--- config.mk ---
export PLATFORM = sky130hd
export DESIGN_NAME = pipeline_stall_controller_flat
export DESIGN_NICKNAME = d
export VERILOG_FILES = /design/src/rtl/pipeline_stall_controller_if.sv /design/src/rtl/pipeline_stall_controller.sv /design/src/flat_wrapper.sv
export SDC_FILE = /design/constraint.sdc
export NUM_CORES = 1
export LEC_CHECK = 0
export CORE_UTILIZATION = 35
export CTS_BUF_LIST = sky130_fd_sc_hd__clkbuf_8
export DETAILED_ROUTE_END_ITERATION = 6
export GPL_TIMING_DRIVEN = 0
export PLACE_DENSITY = 0.65
export SYNTH_ARGS = -nofsm -noshare
export SYNTH_HDL_FRONTEND = slang
export SYNTH_SLANG_ARGS = --single-unit
--- constraint.sdc ---
create_clock -name clk -period 2.72 [get_ports clk]
set_clock_uncertainty 0.1 [all_clocks]
set_input_delay 0.272 -clock clk [delete_from_list [all_inputs] [get_ports clk]]
set_output_delay 0.272 -clock clk [all_outputs]
set_load 0.02 [all_outputs]
--- src/rtl/pipeline_stall_controller_if.sv ---
// Stall/flush control bundle between the hazard sources and the pipeline registers.
//   Hazard side (driven by master): load_use_hazard, ex_branch_taken, ex_mdu_op,
//     ex_mdu_is_div, mem_req, mem_ready
//   Control side (driven by slave): per-stage *_write / *_flush, pc_write,
//     mdu_start, mdu_busy
interface pipeline_stall_controller_if;
  logic load_use_hazard;
  logic ex_branch_taken;
  logic ex_mdu_op;
  logic ex_mdu_is_div;
  logic mem_req;
  logic mem_ready;

  logic pc_write;
  logic if_id_write;
  logic if_id_flush;
  logic id_ex_write;
  logic id_ex_flush;
  logic ex_mem_write;
  logic ex_mem_flush;
  logic mem_wb_write;
  logic mem_wb_flush;
  logic mdu_start;
  logic mdu_busy;

  // Stall controller side
  modport slave (
    input  load_use_hazard, ex_branch_taken, ex_mdu_op, ex_mdu_is_div,
           mem_req, mem_ready,
    output pc_write, if_id_write, if_id_flush, id_ex_write, id_ex_flush,
           ex_mem_write, ex_mem_flush, mem_wb_write, mem_wb_flush,
           mdu_start, mdu_busy
  );

  // Pipeline / hazard-detection side
  modport master (
    output load_use_hazard, ex_branch_taken, ex_mdu_op, ex_mdu_is_div,
           mem_req, mem_ready,
    input  pc_write, if_id_write, if_id_flush, id_ex_write, id_ex_flush,
           ex_mem_write, ex_mem_flush, mem_wb_write, mem_wb_flush,
           mdu_start, mdu_busy
  );
endinterface

--- src/rtl/pipeline_stall_controller.sv ---
// Central stall/flush sequencer for the 5-stage pipeline.
// Merges load-use, taken-branch, multi-cycle MDU and data-memory wait events
// into per-stage register enables/bubble controls and the MDU start pulse.
// Outputs are Mealy (combinational from state and inputs).
//   clk   : pipeline clock, rising edge
//   reset : asynchronous, active-high; forces all writes 0 and all flushes 1
//   bus   : slave side of pipeline_stall_controller_if
module pipeline_stall_controller #(
  parameter int unsigned MUL_CYCLES = 3,
  parameter int unsigned DIV_CYCLES = 33,
  parameter int unsigned CNT_W      = 6
) (
  input  logic                         clk,
  input  logic                         reset,
  pipeline_stall_controller_if.slave   bus
);

  localparam logic [1:0] RUN      = 2'd0;
  localparam logic [1:0] MEM_WAIT = 2'd1;
  localparam logic [1:0] MDU_WAIT = 2'd2;

  // First cycle is spent in RUN, the last in MDU_WAIT with cnt == 0.
  localparam logic [CNT_W-1:0] MUL_LOAD = CNT_W'(MUL_CYCLES - 2);
  localparam logic [CNT_W-1:0] DIV_LOAD = CNT_W'(DIV_CYCLES - 2);

  logic [1:0]       state_q, state_d;
  logic [CNT_W-1:0] cnt_q, cnt_d;

  logic pc_write, if_id_write, if_id_flush, id_ex_write, id_ex_flush;
  logic ex_mem_write, ex_mem_flush, mem_wb_write, mem_wb_flush;
  logic mdu_start, mdu_busy;

  // State and MDU counter registers
  always_ff @(posedge clk or posedge reset) begin
    if (reset) begin
      state_q <= RUN;
      cnt_q   <= '0;
    end else begin
      state_q <= state_d;
      cnt_q   <= cnt_d;
    end
  end

  // Next-state and Mealy output logic
  always_comb begin
    state_d      = state_q;
    cnt_d        = cnt_q;
    pc_write     = 1'b1;
    if_id_write  = 1'b1;
    if_id_flush  = 1'b0;
    id_ex_write  = 1'b1;
    id_ex_flush  = 1'b0;
    ex_mem_write = 1'b1;
    ex_mem_flush = 1'b0;
    mem_wb_write = 1'b1;
    mem_wb_flush = 1'b0;
    mdu_start    = 1'b0;
    mdu_busy     = 1'b0;

    if (reset) begin
      // Hold every stage and bubble everything while reset is applied
      state_d      = RUN;
      cnt_d        = '0;
      pc_write     = 1'b0;
      if_id_write  = 1'b0;
      id_ex_write  = 1'b0;
      ex_mem_write = 1'b0;
      mem_wb_write = 1'b0;
      if_id_flush  = 1'b1;
      id_ex_flush  = 1'b1;
      ex_mem_flush = 1'b1;
      mem_wb_flush = 1'b1;
    end else begin
      case (state_q)
        RUN: begin
          if (bus.mem_req && !bus.mem_ready) begin
            // Memory stall freezes everything up to MEM; WB gets a bubble
            pc_write     = 1'b0;
            if_id_write  = 1'b0;
            id_ex_write  = 1'b0;
            ex_mem_write = 1'b0;
            mem_wb_flush = 1'b1;
            state_d      = MEM_WAIT;
          end else if (bus.ex_mdu_op) begin
            // Launch the MDU; front end holds, MEM receives bubbles
            mdu_start    = 1'b1;
            pc_write     = 1'b0;
            if_id_write  = 1'b0;
            id_ex_write  = 1'b0;
            ex_mem_flush = 1'b1;
            cnt_d        = bus.ex_mdu_is_div ? DIV_LOAD : MUL_LOAD;
            state_d      = MDU_WAIT;
          end else if (bus.ex_branch_taken) begin
            // Redirect: squash the two younger instructions
            if_id_flush  = 1'b1;
            id_ex_flush  = 1'b1;
          end else if (bus.load_use_hazard) begin
            // Hold PC and IF/ID one cycle, insert a bubble into EX
            pc_write     = 1'b0;
            if_id_write  = 1'b0;
            id_ex_flush  = 1'b1;
          end
        end

        MEM_WAIT: begin
          if (!bus.mem_ready) begin
            pc_write     = 1'b0;
            if_id_write  = 1'b0;
            id_ex_write  = 1'b0;
            ex_mem_write = 1'b0;
            mem_wb_flush = 1'b1;
          end else begin
            state_d      = RUN;
          end
        end

        MDU_WAIT: begin
          mdu_busy = 1'b1;
          if (cnt_q != '0) begin
            pc_write     = 1'b0;
            if_id_write  = 1'b0;
            id_ex_write  = 1'b0;
            ex_mem_flush = 1'b1;
            cnt_d        = cnt_q - CNT_W'(1);
          end else begin
            // Final MDU cycle: result leaves EX with everything advancing
            state_d      = RUN;
          end
        end

        default: begin
          state_d = RUN;
          cnt_d   = '0;
        end
      endcase
    end
  end

  assign bus.pc_write     = pc_write;
  assign bus.if_id_write  = if_id_write;
  assign bus.if_id_flush  = if_id_flush;
  assign bus.id_ex_write  = id_ex_write;
  assign bus.id_ex_flush  = id_ex_flush;
  assign bus.ex_mem_write = ex_mem_write;
  assign bus.ex_mem_flush = ex_mem_flush;
  assign bus.mem_wb_write = mem_wb_write;
  assign bus.mem_wb_flush = mem_wb_flush;
  assign bus.mdu_start    = mdu_start;
  assign bus.mdu_busy     = mdu_busy;

endmodule

--- src/flat_wrapper.sv ---
// flat-port wrapper written by rule: the top's interface ports become plain ports
module pipeline_stall_controller_flat 
#(
  parameter int unsigned MUL_CYCLES = 3,
  parameter int unsigned DIV_CYCLES = 33,
  parameter int unsigned CNT_W      = 6
)
  (clk, reset, bus_load_use_hazard, bus_ex_branch_taken, bus_ex_mdu_op, bus_ex_mdu_is_div, bus_mem_req, bus_mem_ready, bus_pc_write, bus_if_id_write, bus_if_id_flush, bus_id_ex_write, bus_id_ex_flush, bus_ex_mem_write, bus_ex_mem_flush, bus_mem_wb_write, bus_mem_wb_flush, bus_mdu_start, bus_mdu_busy);
  pipeline_stall_controller_if bus_i ();
  input  logic clk;
  input  logic reset;
  input wire logic [$bits(bus_i.load_use_hazard)-1:0] bus_load_use_hazard;
  input wire logic [$bits(bus_i.ex_branch_taken)-1:0] bus_ex_branch_taken;
  input wire logic [$bits(bus_i.ex_mdu_op)-1:0] bus_ex_mdu_op;
  input wire logic [$bits(bus_i.ex_mdu_is_div)-1:0] bus_ex_mdu_is_div;
  input wire logic [$bits(bus_i.mem_req)-1:0] bus_mem_req;
  input wire logic [$bits(bus_i.mem_ready)-1:0] bus_mem_ready;
  output wire logic [$bits(bus_i.pc_write)-1:0] bus_pc_write;
  output wire logic [$bits(bus_i.if_id_write)-1:0] bus_if_id_write;
  output wire logic [$bits(bus_i.if_id_flush)-1:0] bus_if_id_flush;
  output wire logic [$bits(bus_i.id_ex_write)-1:0] bus_id_ex_write;
  output wire logic [$bits(bus_i.id_ex_flush)-1:0] bus_id_ex_flush;
  output wire logic [$bits(bus_i.ex_mem_write)-1:0] bus_ex_mem_write;
  output wire logic [$bits(bus_i.ex_mem_flush)-1:0] bus_ex_mem_flush;
  output wire logic [$bits(bus_i.mem_wb_write)-1:0] bus_mem_wb_write;
  output wire logic [$bits(bus_i.mem_wb_flush)-1:0] bus_mem_wb_flush;
  output wire logic [$bits(bus_i.mdu_start)-1:0] bus_mdu_start;
  output wire logic [$bits(bus_i.mdu_busy)-1:0] bus_mdu_busy;
  assign bus_i.load_use_hazard = bus_load_use_hazard;
  assign bus_i.ex_branch_taken = bus_ex_branch_taken;
  assign bus_i.ex_mdu_op = bus_ex_mdu_op;
  assign bus_i.ex_mdu_is_div = bus_ex_mdu_is_div;
  assign bus_i.mem_req = bus_mem_req;
  assign bus_i.mem_ready = bus_mem_ready;
  assign bus_pc_write = bus_i.pc_write;
  assign bus_if_id_write = bus_i.if_id_write;
  assign bus_if_id_flush = bus_i.if_id_flush;
  assign bus_id_ex_write = bus_i.id_ex_write;
  assign bus_id_ex_flush = bus_i.id_ex_flush;
  assign bus_ex_mem_write = bus_i.ex_mem_write;
  assign bus_ex_mem_flush = bus_i.ex_mem_flush;
  assign bus_mem_wb_write = bus_i.mem_wb_write;
  assign bus_mem_wb_flush = bus_i.mem_wb_flush;
  assign bus_mdu_start = bus_i.mdu_start;
  assign bus_mdu_busy = bus_i.mdu_busy;
  pipeline_stall_controller #(.MUL_CYCLES(MUL_CYCLES), .DIV_CYCLES(DIV_CYCLES), .CNT_W(CNT_W)) u_core (.clk(clk), .reset(reset), .bus(bus_i));
endmodule
# Yosys cells after proc, flatten, opt, wreduce, memory -nomap -nowiden
# Cells that the tools add are included.
dict set report word_totals {
  ff_bits 8
  inputBits 8
  out_inout_bits 11
}
dict set report op_classes {
  add_sub_neg 1
  n_eq_ne 9
  mux 52
  reduce_logical 6
}
# operator count
set ops {}
lappend ops {{$mux W1} 35}
lappend ops {{$mux W6} 4}
lappend ops {{$pmux W6 S3} 1}
lappend ops {{$ne A3 B3 Y1 const B} 4}
lappend ops {{$mux W2} 5}
lappend ops {{$pmux W1 S2} 3}
lappend ops {{$pmux W1 S3} 2}
lappend ops {{$pmux W2 S3} 1}
lappend ops {{$reduce_bool A6 Y1} 1}
lappend ops {{$sub A6 B1 Y6 const B} 1}
lappend ops {{$mux W5} 1}
lappend ops {{$ne A4 B3 Y1 const B} 1}
lappend ops {{$reduce_and A4 Y1} 1}
lappend ops {{$ne A3 B2 Y1 const B} 1}
lappend ops {{$reduce_and A3 Y1} 1}
lappend ops {{$eq A2 B1 Y1 const B} 1}
lappend ops {{$eq A2 B2 Y1 const B} 1}
lappend ops {{$logic_not A2 Y1} 1}
lappend ops {{$ne A2 B2 Y1 const B} 1}
lappend ops {{$logic_and A1 B1 Y1} 1}
lappend ops {{$logic_not A1 Y1} 1}

# Logic depth before layout (Yosys ltp)
# Gate-level depths: netlist (run 1).
dict set report depth {
  word_depth 6
  depth_mapped 7
}

# Worst setup path before layout (run 1)
# No wires, ideal clock.
dict set report synth_timing {
  kind {register -> output}
  from {register u_core.cnt_q[0]}
  to {output port bus_pc_write}
  arrival_time_ps 1947
  path_slack_ps 401
  stages_incl_launch_ff 8
  path_buffers 1
  cell_sequence {dfrtp_1 > inv_1 > ha_1 > or3b_4 > nor3_2 > o21ai_1 > a21oi_1 > buf_4}
}
dict set report synth_via {
  elab_chain_cells 4
}
# element line_no
set synth_rtl {}
lappend synth_rtl {{start, declared} pipeline_stall_controller.sv:27} ;# logic [CNT_W-1:0] cnt_q, cnt_d;
lappend synth_rtl {{start signal, assigned} pipeline_stall_controller.sv:40} ;# cnt_q <= cnt_d;
lappend synth_rtl {{$reduce_bool A6 Y1} pipeline_stall_controller.sv:119} ;# if (cnt_q != '0) begin
lappend synth_rtl {{$mux W1} n/a}
lappend synth_rtl {{$pmux W1 S3} n/a}
lappend synth_rtl {{$mux W1} n/a}
lappend synth_rtl {{end, declared} flat_wrapper.sv:18} ;# output wire logic [$bits(bus_i.pc_write)-1:0] bus_pc_write;
# No other way between the ends.

# Worst setup path after layout (run 1)
dict set report layout_timing {
  from {register u_core.cnt_q[0]}
  to {output port bus_if_id_write}
}
dict set report layout_via {
  elab_chain_cells 4
}
# element line_no
set layout_rtl {}
lappend layout_rtl {{$reduce_bool A6 Y1} pipeline_stall_controller.sv:119}
lappend layout_rtl {{$mux W1} pipeline_stall_controller.sv:119}
lappend layout_rtl {{$pmux W1 S3} pipeline_stall_controller.sv:74} ;# case (state_q)
lappend layout_rtl {{$mux W1} pipeline_stall_controller.sv:60} ;# if (reset) begin
lappend layout_rtl {{end, declared} flat_wrapper.sv:19} ;# output wire logic [$bits(bus_i.if_id_write)-1:0] bus_if_id_write;
# No other way between the ends.

==> results by group, run 1 <==
Outcome
  • Result of the run: complete, no violations

Cells and area
  • Leading cell types in the layout, fill and taps excluded: 14 x clkdlybuf4s50_1, 8 x dfrtp_1, 7 x nor2_1
  • Final instance area: between 900 and 1000 um2
  • Nets: 116
  • N_diodes: 0
  • Storage cell area: approximately 200 um2
  • Commonest non-fill, non-tap cell in the layout: clkdlybuf4s50_1
  • Share of layout cells above drive strength 1: 0.1827
  • Area Overhead vs Synth: 43.21%
  • Area of the multi-input gates: 406.6 um2
  • Non-filler cells in the finished layout: between 100 and 150
  • Layout fillers: 181

Min path
  • Worst hold stages: 1
  • Hold endpoint: u_core.cnt_q[5]
  • HP Start: u_core.cnt_q[5]
  • Hold WC Path Type: flip-flop to flip-flop

Yosys
  • Mapped Avg Cell Area: between 8 and 9 um2
  • Seq/Total Area, Yosys: 0.3059
  • Synthesized netlist net count: 90
  • Flops & latches, synth: 8
  • Leading area contributor after synthesis: dfrtp_1
  • Synthesized netlist cell count: 80
  • Mapped cell area: 654.4 um2
  • Post-synth top area share: 0.3059
  • Top post-synthesis cells by area: dfrtp_1 31%, nor2_1 4.0%, ha_1 3.8%, o21ai_1 3.8%, nor4_4 3.3%
  • Synth warn: 0
  • Synth cell types: 37

Clock tree
  • CTS tree: done
  • H-tree depth: 1
  • Clk root buf: clkbuf_8
  • Clk Latency, worst-skew pair: roughly 220 ps
  • Clock net sink count: 8
  • Clk pin slew, worst setup/hold paths: roughly 40 ps
  • Cts bufs inserted: 3
  • Clk buf depth: 2
  • CTS Hold Buffers Added: 0

Power and ir drop
  • Worst VDD drop: 0.2666 mV
  • Power Dens Cells: 602.1 nW/um2
  • Static leakage: between 0.4 and 0.5 nW

Place
  • Hpwl dp: 1.231 mm
  • DP Worst Slack: -106.5 ps
  • Number of buffers added on ports: 18
  • Placer congestion estimate: 0.8418
  • Placed Instances: 123
  • Area after DPL: 865.8 um2

Worst setup path
  • R2r worst-path depth: 6
  • Worst-path cell chain: inv_1 > ha_1 > or3b_4 > nor3_4 > o21ai_1 > a21oi_1 > dlygate4sd2_1
  • CP Data Arrival Time: 2240 ps
  • Crit path max fanout: 4
  • Worst R2R Setup Slack: 670 ps
  • Reg2reg start: u_core.cnt_q[0]
  • Crit-path slowest cell: or3b_4
  • Kind of critical path: flip-flop to output port
  • CP max stage delay: 420 ps
  • Critical Path End Type: output port
  • FF-to-FF End: u_core.cnt_q[1]
  • CP startpoint kind: flip-flop
  • Critical Path RT: 2350 ps

Global route
  • Overall global routing resource usage: 0.1872
  • Pin count of the biggest net entering global routing: 13
  • First-pass GRT wire length: 2.670 mm
  • Total global routing overflow: 0
  • Vias in the first global route: 658
  • Initial antenna violation count: 0

STA
  • Tmin final: 2608 ps
  • Worst hold slack: between 300 and 400 ps
  • Max Fclk: 0.3834 GHz
  • Sum Neg Setup Slack: 0 ps
  • Fin. Hold Viols: 0
  • Worst Tran Pin Value: 435.8 ps
  • Final setup viols: 0
  • Final Cycle Share: 0.9589
  • Slew Limit Fails: 0
  • Final Worst Setup Slack: between 100 and 150 ps
  • Slew headroom: 0.7095

Die
  • Starting Density: 0.3749
  • Core area: 1745 um2
  • Row Count: 15
  • I/O pins: 19
  • Die extent in y: between 40 and 50 um
  • Die area: 2047 um2
  • DIE WIDTH: 45.24 um

Drt
  • Total Wirelength: ~1.6 mm
  • Routed via count: 657
  • TritonRoute pass-1 iters: 4
  • Via density: 5.093
  • Residual DRC: 0
  • Initial DRC Count: 10
  • Wire per inst: 12.36 um
  • Post-DRT Antenna Nets: 0

Flow run
  • Max-cap viol count: 0
==> worst max path at each step <==
stage / start / endpoint / slack (ps) / depth (start not counted)
global placement: bus_mem_ready / bus_pc_write / -70 / 7
detailed placement: bus_mem_ready / bus_pc_write / -110 / 7
CTS: u_core.cnt_q[0] / bus_pc_write / 30 / 8
finish: u_core.cnt_q[0] / bus_if_id_write / 110 / 7
floorplan: u_core.cnt_q[0] / bus_pc_write / 400 / 7
global route: u_core.cnt_q[0] / bus_if_id_write / -10 / 7
==> cells by family after synthesis <==
| logic type | count (synthesis) | share of synthesized area |
|---|---|---|
| mux | 2 | 0.03823 |
| flops | 8 | 0.3059 |
| simple gates | 30 | 0.2734 |
| compound gates | 25 | 0.2524 |
| fa+ha+maj | 2 | 0.03823 |
| buf+inv | 13 | 0.09178 |
==> state kept, by name (all words and copies together) (netlist names) <==
register and flops:
u_core.cnt_q 6, u_core.state_q 2
==> where the power goes <==
| part | switching, mW | total [mW] | leakage [nW] | internal, mW |
|---|---|---|---|---|
| Clock | 0.0455 | 0.141 | 0.0216 | 0.0958 |
| Sequential | 0.0264 | 0.165 | 0.106 | 0.139 |
| Combinational | 0.131 | 0.258 | 0.302 | 0.127 |
==> cells in the mapped netlist <==
| cell type | number |
|---|---|
| a21o_1 | 1 |
| nand2b_1 | 2 |
| inv_2 | 3 |
| or3b_1 | 1 |
| o31ai_1 | 2 |
| o31a_1 | 2 |
| nor4_4 | 1 |
| clkbuf_1 | 3 |
| a22o_1 | 1 |
| buf_4 | 1 |
| o21a_1 | 1 |
| mux2_4 | 1 |
| o21ai_1 | 5 |
| nand2_1 | 5 |
| dfrtp_1 | 8 |
| nor2_1 | 7 |
| o21ai_0 | 4 |
| or3b_4 | 1 |
| o41ai_1 | 1 |
| nor2_2 | 1 |
| nand3_1 | 1 |
| nand4_1 | 1 |
| a21bo_1 | 1 |
| o32ai_1 | 1 |
| buf_6 | 1 |
| inv_1 | 5 |
| or3_1 | 1 |
| a21oi_1 | 4 |
| mux2i_1 | 1 |
| ha_1 | 2 |
| nor3_1 | 3 |
| nor3_2 | 1 |
| nor4_1 | 2 |
| a32o_1 | 1 |
| nor2b_1 | 2 |
| o22ai_1 | 1 |
| or2_2 | 1 |
==> timing repair <==
action	CTS	global route
gates cloned	0	0
buffers inserted	0	3
hold endpoints to repair	0	0
setup endpoints to repair	3	2
pin swaps	0	1
resized for setup	4	4
==> layer usage <==
layer | GRT usage | wire, um | up-vias
li1 | - | - | 335
met1 | 0.1916 | 710 | 305
met2 | 0.3449 | 808 | 15
met3 | 0.05200 | 61 | 2
met4 | 0.09091 | 14 | 0
met5 | 0 | 0 | -
==> through the flow <==
step                utilization  power, mW
floorplan                     -     0.3196
global placement         0.4961     0.3900
detailed placement       0.4961     0.3934
CTS                      0.5211     0.5453
global route             0.5369     0.6047
finish                   0.5369     0.5642
==> worst max-delay path, delay by kind of cell, from the launching register on <==
family | cells | cell delay [ps]
AO/OA/AOI/OAI | 2 | 310
buffers and inverters | 2 | 470
AND/OR/NAND/NOR | 2 | 680
flip-flops | 1 | 390
adder cells (fa/ha/maj) | 1 | 150
==> layout make-up <==
class | instances | share of cell area
clock buffers | 3 | 0.04406
multi-input cells | 59 | 0.4339
inverters | 8 | 0.03204
well taps | 25 | 0.03338
plain buffers | 5 | 0.03204
repair buffers | 21 | 0.2109
flip-flops and latches | 8 | 0.2136
No activity file was read; power rests on OpenSTA's default activity.
==> inputs of run 2 (changes only) <==
--- a/config.mk
+++ b/config.mk
@@ -9,7 +9,8 @@
 export CTS_BUF_LIST = sky130_fd_sc_hd__clkbuf_8
 export DETAILED_ROUTE_END_ITERATION = 6
 export GPL_TIMING_DRIVEN = 0
-export PLACE_DENSITY = 0.65
+export PLACE_DENSITY = 0.73
 export SYNTH_ARGS = -nofsm -noshare
 export SYNTH_HDL_FRONTEND = slang
 export SYNTH_SLANG_ARGS = --single-unit
+export TNS_END_PERCENT = 30
==> run 2 against run 1 <==
  * Die area did not move
  * Worst setup slack worse by 38 ps
  * Non-clock buffer count is 3 lower
  * Critical endpoint is now bus_pc_write
  * Largest power group unchanged
==> results by group, run 2 (synthesis gave the netlist of run 1 again) <==
Cells and area
  • Final core occ: 0.5247 (-0.01219)
  • Largest register FFs: 6 (unchanged)
  • Nets: 113 (-2.6%)
  • Top Registers: u_core.cnt_q (6), u_core.state_q (2)
  • Commonest non-fill, non-tap cell in the layout: clkdlybuf4s50_1
  • Leading cell types in the layout, fill and taps excluded: 15 x clkdlybuf4s50_1, 8 x dfrtp_1, 7 x nor2_1
  • Area Overhead vs Synth: 39.96%
  • Share of layout cells above drive strength 1: 0.1485 (-0.03418)
  • N_diodes: 0 (unchanged)
  • Layout fillers: 163 (-9.9%)
  • Non-filler cells in the finished layout: 126 (-2.3%)
  • Biggest register: u_core.cnt_q

Drt
  • TritonRoute pass-1 iters: 4 (unchanged)
  • Initial DRC Count: 13 (+3)
  • Via density: 5.262 (+3.3%)
  • Residual DRC: 0 (unchanged)
  • Wire per inst: 12.83 um (+3.7%)
  • Total Wirelength: 1.616 mm (+1.3%)
  • Post-DRT Antenna Nets: 0 (unchanged)
  • Routed via count: 663 (+0.91%)

Global route
  • M1 GR Usage: 0.2488 (+0.05713)
  • Met3 usage: 0.03600 (-0.01600)
  • First-pass GRT wire length: 2.773 mm (+3.9%)
  • Pin count of the biggest net entering global routing: 13 (unchanged)
  • Initial antenna violation count: 0 (unchanged)
  • GRT met2 Usage: 0.2986 (-0.04638)
  • Overall global routing resource usage: 0.1975 (+0.01032)
  • Total global routing overflow: 0 (unchanged)
  • GR peak layer: met2
  • Vias in the first global route: 602 (-8.5%)

STA
  • Tmin final: 2646 ps (+38.03 ps)
  • Final setup viols: 0 (unchanged)
  • Final Cycle Share: 0.9729 (+0.01398)
  • RSZ-0062 raised after global routing: yes
  • Fin. Hold Viols: 0 (unchanged)
  • Worst Tran Pin Value: 437.2 ps (+1.382 ps)
  • Sum Neg Setup Slack: 0 ps (unchanged)
  • Final Worst Setup Slack: 73.67 ps (-38.03 ps)
  • Max Fclk: 0.3779 GHz (-1.4%)
  • Slew headroom: 0.7063 (-0.003164)
  • Slew Limit Fails: 0 (unchanged)

Clock tree
  • Clock net sink count: 8 (unchanged)
  • Clk buf depth: 2 (unchanged)
  • Cts bufs inserted: 3 (unchanged)
  • Clk root buf: clkbuf_8
  • Clk pin slew, worst setup/hold paths: 50 ps (about the same)
  • Number of post-CTS setup repair buffers: 0 (unchanged)
  • H-tree depth: 1 (unchanged)
  • Post-CTS sizing: 4 (unchanged)
  • Clk Latency, worst-skew pair: 240 ps (+20 ps)
  • CTS tree: done
  • CTS Hold Buffers Added: 0 (unchanged)

Place
  • Placer congestion estimate: 0.8103 (-3.7%)
  • Number of buffers added on ports: 18 (unchanged)
  • Placed Instances: 123 (unchanged)
  • Hpwl dp: 1.208 mm (-1.9%)
  • DP Worst Slack: -98.32 ps (+8.176 ps)

Power and ir drop
  • Static leakage: 0.4108 nW (-4.3%)
  • Power Dens Cells: 597.1 nW/um2 (-0.83%)
  • Worst VDD drop: 0.2730 mV (+2.4%)

Worst setup path
  • Crit-path slowest cell: dfrtp_1
  • Worst-path cell chain: inv_1 > ha_1 > or3b_4 > nor3_4 > o21ai_1 > a21oi_1 > buf_4 > dlygate4sd2_1
  • Reg2reg start: u_core.cnt_q[0]
  • CP startpoint kind: flip-flop
  • FF-to-FF End: u_core.cnt_q[1]
  • Critical Path RT: 2350 ps (about the same)
  • Critical Path End Type: output port
  • R2r worst-path depth: 6 (unchanged)
  • CP Data Arrival Time: 2270 ps (+30 ps)
  • Crit path max fanout: 4 (unchanged)
  • CP max stage delay: 410 ps (about the same)
  • Worst R2R Setup Slack: 710 ps (+40 ps)
  • Worst setup path startpoint: u_core.cnt_q[0]
  • Critical Path End: bus_pc_write
  • Kind of critical path: flip-flop to output port

Min path
  • Hold WC Path Type: flip-flop to flip-flop
  • Worst hold stages: 1 (unchanged)

Die
  • Die extent in y: 45.24 um (unchanged)
  • I/O pins: 19 (unchanged)
  • DIE WIDTH: 45.24 um (unchanged)
  • Core area: 1745 um2 (unchanged)
  • Starting Density: 0.3749 (unchanged)
  • Row Count: 15 (unchanged)
  • Die area: 2047 um2 (unchanged)

Flow run
  • Max-cap viol count: 0 (unchanged)

Outcome
  • Result of the run: complete, no violations
run 2: worst min-delay path by stage:
stage	from	to	slack, ps
2_1_floorplan	reset	u_core.cnt_q[0]	210
5_1_grt	u_core.cnt_q[5]	u_core.cnt_q[5]	420
3_3_place_gp	u_core.cnt_q[5]	u_core.cnt_q[5]	380
6_report	u_core.cnt_q[5]	u_core.cnt_q[5]	400
3_5_place_dp	u_core.cnt_q[5]	u_core.cnt_q[5]	390
4_1_cts	u_core.cnt_q[5]	u_core.cnt_q[5]	400
run 2: stage by stage:
step / hold WS (ps) / cell area, um2 / power (mW)
floorplan: 213.0 / 654.4 / 0.3196
finish: 398.1 / 915.9 / 0.5468
global placement: 375.9 / 865.8 / 0.3892
global route: 416.8 / 915.9 / 0.5927
CTS: 400.3 / 909.6 / 0.5525
detailed placement: 393.3 / 865.8 / 0.3939
run 2: where the power goes:
group / internal [mW] / switching, mW / total [mW]
logic: 0.106 / 0.126 / 0.232
clock network: 0.0963 / 0.0520 / 0.148
registers: 0.139 / 0.0283 / 0.167
total: 0.341 / 0.206 / 0.547
run 2: worst max-delay path: cells and delay by family, from the launching register on:
| family | cells | cell delay [ps] |
|---|---|---|
| and+or+nand+nor | 2 | 630 |
| AOI/OAI and AO/OA | 2 | 300 |
| adders and majority gates | 1 | 140 |
| buffers and inverters | 3 | 560 |
| DFF | 1 | 410 |
run 2: per-layer routing:
layer / vias up / share of wire
met5: - / 0
met4: 0 / 0.034
met2: 20 / 0.48
li1: 331 / -
met3: 5 / 0.030
met1: 307 / 0.45
run 2: layout make-up:
type | instances | area [um2] | area share
multi-input combinational | 59 | 406.6 | 0.4440
sequential | 8 | 200.2 | 0.2186
timing repair buffer | 18 | 176.4 | 0.1926
clock buffer | 3 | 41.29 | 0.04508
tap | 25 | 31.28 | 0.03415
buffer | 5 | 30.03 | 0.03279
inverter | 8 | 30.03 | 0.03279
==> inputs of run 3 (changes only) <==
--- a/config.mk
+++ b/config.mk
@@ -5,6 +5,7 @@
 export SDC_FILE = /design/constraint.sdc
 export NUM_CORES = 1
 export LEC_CHECK = 0
+export CORE_ASPECT_RATIO = 1.1
 export CORE_UTILIZATION = 35
 export CTS_BUF_LIST = sky130_fd_sc_hd__clkbuf_8
 export DETAILED_ROUTE_END_ITERATION = 6
==> constraint.sdc (replaced) <==
create_clock -name clk -period 2.8 [get_ports clk]
set_clock_uncertainty 0.1 [all_clocks]
set_input_delay 0.28 -clock clk [delete_from_list [all_inputs] [get_ports clk]]
set_output_delay 0.28 -clock clk [all_outputs]
set_load 0.02 [all_outputs]
==> run 3 against run 2 <==
  * Register-to-register slack gained 20 ps
  * Worst setup slack gained 67 ps
  * Cell count decreased by 4.8%
  * Via count rose by 0.90%
  * Sequential cell count is the same
  * First-iteration DRC count increased by 31%
  * Utilization shrank 0.48 points
  * Highest routed layer unchanged
  * Routed wire length down 0.87%
  * Total power is 1.8% lower
  * Critical path depth unchanged
  * Non-clock buffer count is 1 higher
==> results by group, run 3 (synthesis gave the netlist of run 1 again) <==
Place
  • Placer congestion estimate: 0.8102 (about the same)
  • DP Worst Slack: -66.77 ps (+31.54 ps)
  • Number of buffers added on ports: 18 (unchanged)
  • Hpwl dp: 1.210 mm (+0.14%)

STA
  • Final Cycle Share: 0.9498
  • Sum Neg Setup Slack: 0 ps (unchanged)
  • Fin. Hold Viols: 0 (unchanged)
  • Tmin final: 2659 ps
  • Max Fclk: around 0.38 GHz
  • Final setup viols: 0 (unchanged)
  • Worst Tran Pin Value: 456.6 ps (+19.40 ps)
  • Slew Limit Fails: 0 (unchanged)
  • Final Worst Setup Slack: 140.6 ps (+66.91 ps)
  • Worst hold slack: 399.3 ps (+1.174 ps)
  • Slew headroom: 0.6933 (-0.01303)

Clock tree
  • Clk pin slew, worst setup/hold paths: 40 ps (about the same)
  • CTS Hold Buffers Added: 0 (unchanged)
  • Cts bufs inserted: 3 (unchanged)
  • Clk root buf: clkbuf_8
  • H-tree depth: 1 (unchanged)
  • Clk buf depth: 2 (unchanged)
  • Clk Latency, worst-skew pair: 230 ps (about the same)
  • CTS tree: done
  • Clock net sink count: 8 (unchanged)

Power and ir drop
  • Static leakage: 0.4133 nW (+0.60%)
  • Total power: 0.5367 mW (-1.8%)
  • Power Dens Cells: 586.0 nW/um2 (-1.8%)
  • Worst VDD drop: 0.2511 mV (-8.0%)

Drt
  • Residual DRC: 0 (unchanged)
  • Via density: 5.575 (+6.0%)
  • Initial DRC Count: 17 (+4)
  • Post-DRT Antenna Nets: 0 (unchanged)
  • TritonRoute pass-1 iters: 4 (unchanged)
  • Wire per inst: 13.35 um (+4.1%)
  • Total Wirelength: 1.602 mm (-0.87%)
  • Routed via count: 669 (+0.90%)

Worst setup path
  • FF-to-FF End: u_core.cnt_q[1]
  • Worst-path cell chain: inv_1 > ha_1 > or3b_4 > nor3_4 > o21ai_1 > a21oi_1 > buf_4 > clkdlybuf4s15_1
  • R2r worst-path depth: 6 (unchanged)
  • Kind of critical path: flip-flop to output port
  • Worst R2R Setup Slack: 730 ps (+20 ps)
  • Crit path max fanout: 4 (unchanged)
  • Worst setup path startpoint: u_core.cnt_q[0]
  • Reg2reg start: u_core.cnt_q[0]
  • CP Data Arrival Time: 2280 ps (about the same)
  • Critical Path End Type: output port
  • Critical Path RT: 2420 ps (+70 ps)
  • CP startpoint kind: flip-flop
  • CP max stage delay: 420 ps (about the same)
  • Crit-path slowest cell: or3b_4
  • Critical Path End: bus_pc_write

Cells and area
  • Layout fillers: 172 (+5.5%)
  • Commonest non-fill, non-tap cell in the layout: clkdlybuf4s50_1
  • Top Registers: u_core.cnt_q (6), u_core.state_q (2)
  • Nets: 114 (+0.88%)
  • Leading cell types in the layout, fill and taps excluded: 15 x clkdlybuf4s50_1, 8 x dfrtp_1, 7 x nor2_1
  • Area of the multi-input gates: 406.6 um2 (unchanged)
  • Storage cell area: 200.2 um2 (unchanged)
  • Biggest register: u_core.cnt_q
  • Area Overhead vs Synth: 39.96% (unchanged)
  • Share of layout cells above drive strength 1: 0.1569 (+0.008348)
  • Largest register FFs: 6 (unchanged)
  • N_diodes: 0 (unchanged)

Outcome
  • Result of the run: complete, no violations

Flow run
  • Max-cap viol count: 0 (unchanged)

Die
  • I/O pins: 19 (unchanged)
  • Die area: 2047 um2 (about the same)
  • Die extent in y: 47.35 um (+4.7%)
  • Row Count: 16 (+1)
  • Core area: 1762 um2 (+0.93%)
  • DIE WIDTH: 43.23 um (-4.5%)
  • Starting Density: 0.3714 (-0.003462)

Min path
  • Worst hold stages: 1 (unchanged)
  • Hold WC Path Type: flip-flop to flip-flop

Global route
  • Overall global routing resource usage: 0.1706 (-0.02692)
  • Initial antenna violation count: 0 (unchanged)
  • Pin count of the biggest net entering global routing: 13 (unchanged)
  • Vias in the first global route: 583 (-3.2%)
  • First-pass GRT wire length: 2.511 mm (-9.4%)
  • Total global routing overflow: 0 (unchanged)
-- run 3: stage by stage --
stage            util  area, um2  cells
3_3_place_gp   0.4865      857.1    116
3_5_place_dp   0.4865      857.1    116
6_report       0.5199      915.9    120
2_1_floorplan       -      654.4     80
5_1_grt        0.5199      915.9    120
4_1_cts        0.5114      900.9    119
-- run 3: how the worst min path moves through the flow --
| stage | startpoint | endpoint | slack, ps |
|---|---|---|---|
| after global routing | u_core.cnt_q[5] | u_core.cnt_q[5] | 430 |
| after CTS | u_core.cnt_q[5] | u_core.cnt_q[5] | 400 |
| after global placement | u_core.cnt_q[5] | u_core.cnt_q[5] | 390 |
| after detailed placement | u_core.cnt_q[5] | u_core.cnt_q[5] | 400 |
| final | u_core.cnt_q[5] | u_core.cnt_q[5] | 400 |
| after floorplan | reset | u_core.cnt_q[0] | 220 |
-- run 3: per-layer routing --
layer  wire length, um  vias up  track usage  share of wire
met5                 0        -            0              0
met4                31        0      0.09091          0.019
met3               135        3      0.03846          0.084
met2               761       39       0.2925           0.48
met1               673      296       0.2019           0.42
li1                  -      331            -              -
-- run 3: layout make-up --
class	instances	area share
Inverter	8	0.03279
Sequential cell	8	0.2186
Timing Repair Buffer	19	0.2022
Multi-Input combinational cell	59	0.4440
Clock buffer	3	0.04508
Tap cell	18	0.02459
Buffer	5	0.03279
-- run 3: timing repair --
item | CTS | global route
pin swaps | 0 | 1
setup endpoints to repair | 3 | 2
resized for setup | 4 | 2
setup buffers | 0 | 1
-- run 3: worst max-delay path: cells and delay by family (launching register included) --
kind,cells,cell delay (ps)
adder cells (fa/ha/maj),1,150
flip-flops,1,400
AND/OR/NAND/NOR,2,660
AO/OA/AOI/OAI,2,290
buffers and inverters,3,540
-- run 3: where the power goes --
| part | internal, mW | total (mW) | switching, mW |
|---|---|---|---|
| registers | 0.135 | 0.162 | 0.0275 |
| logic | 0.111 | 0.235 | 0.124 |
| clock network | 0.0932 | 0.139 | 0.0461 |
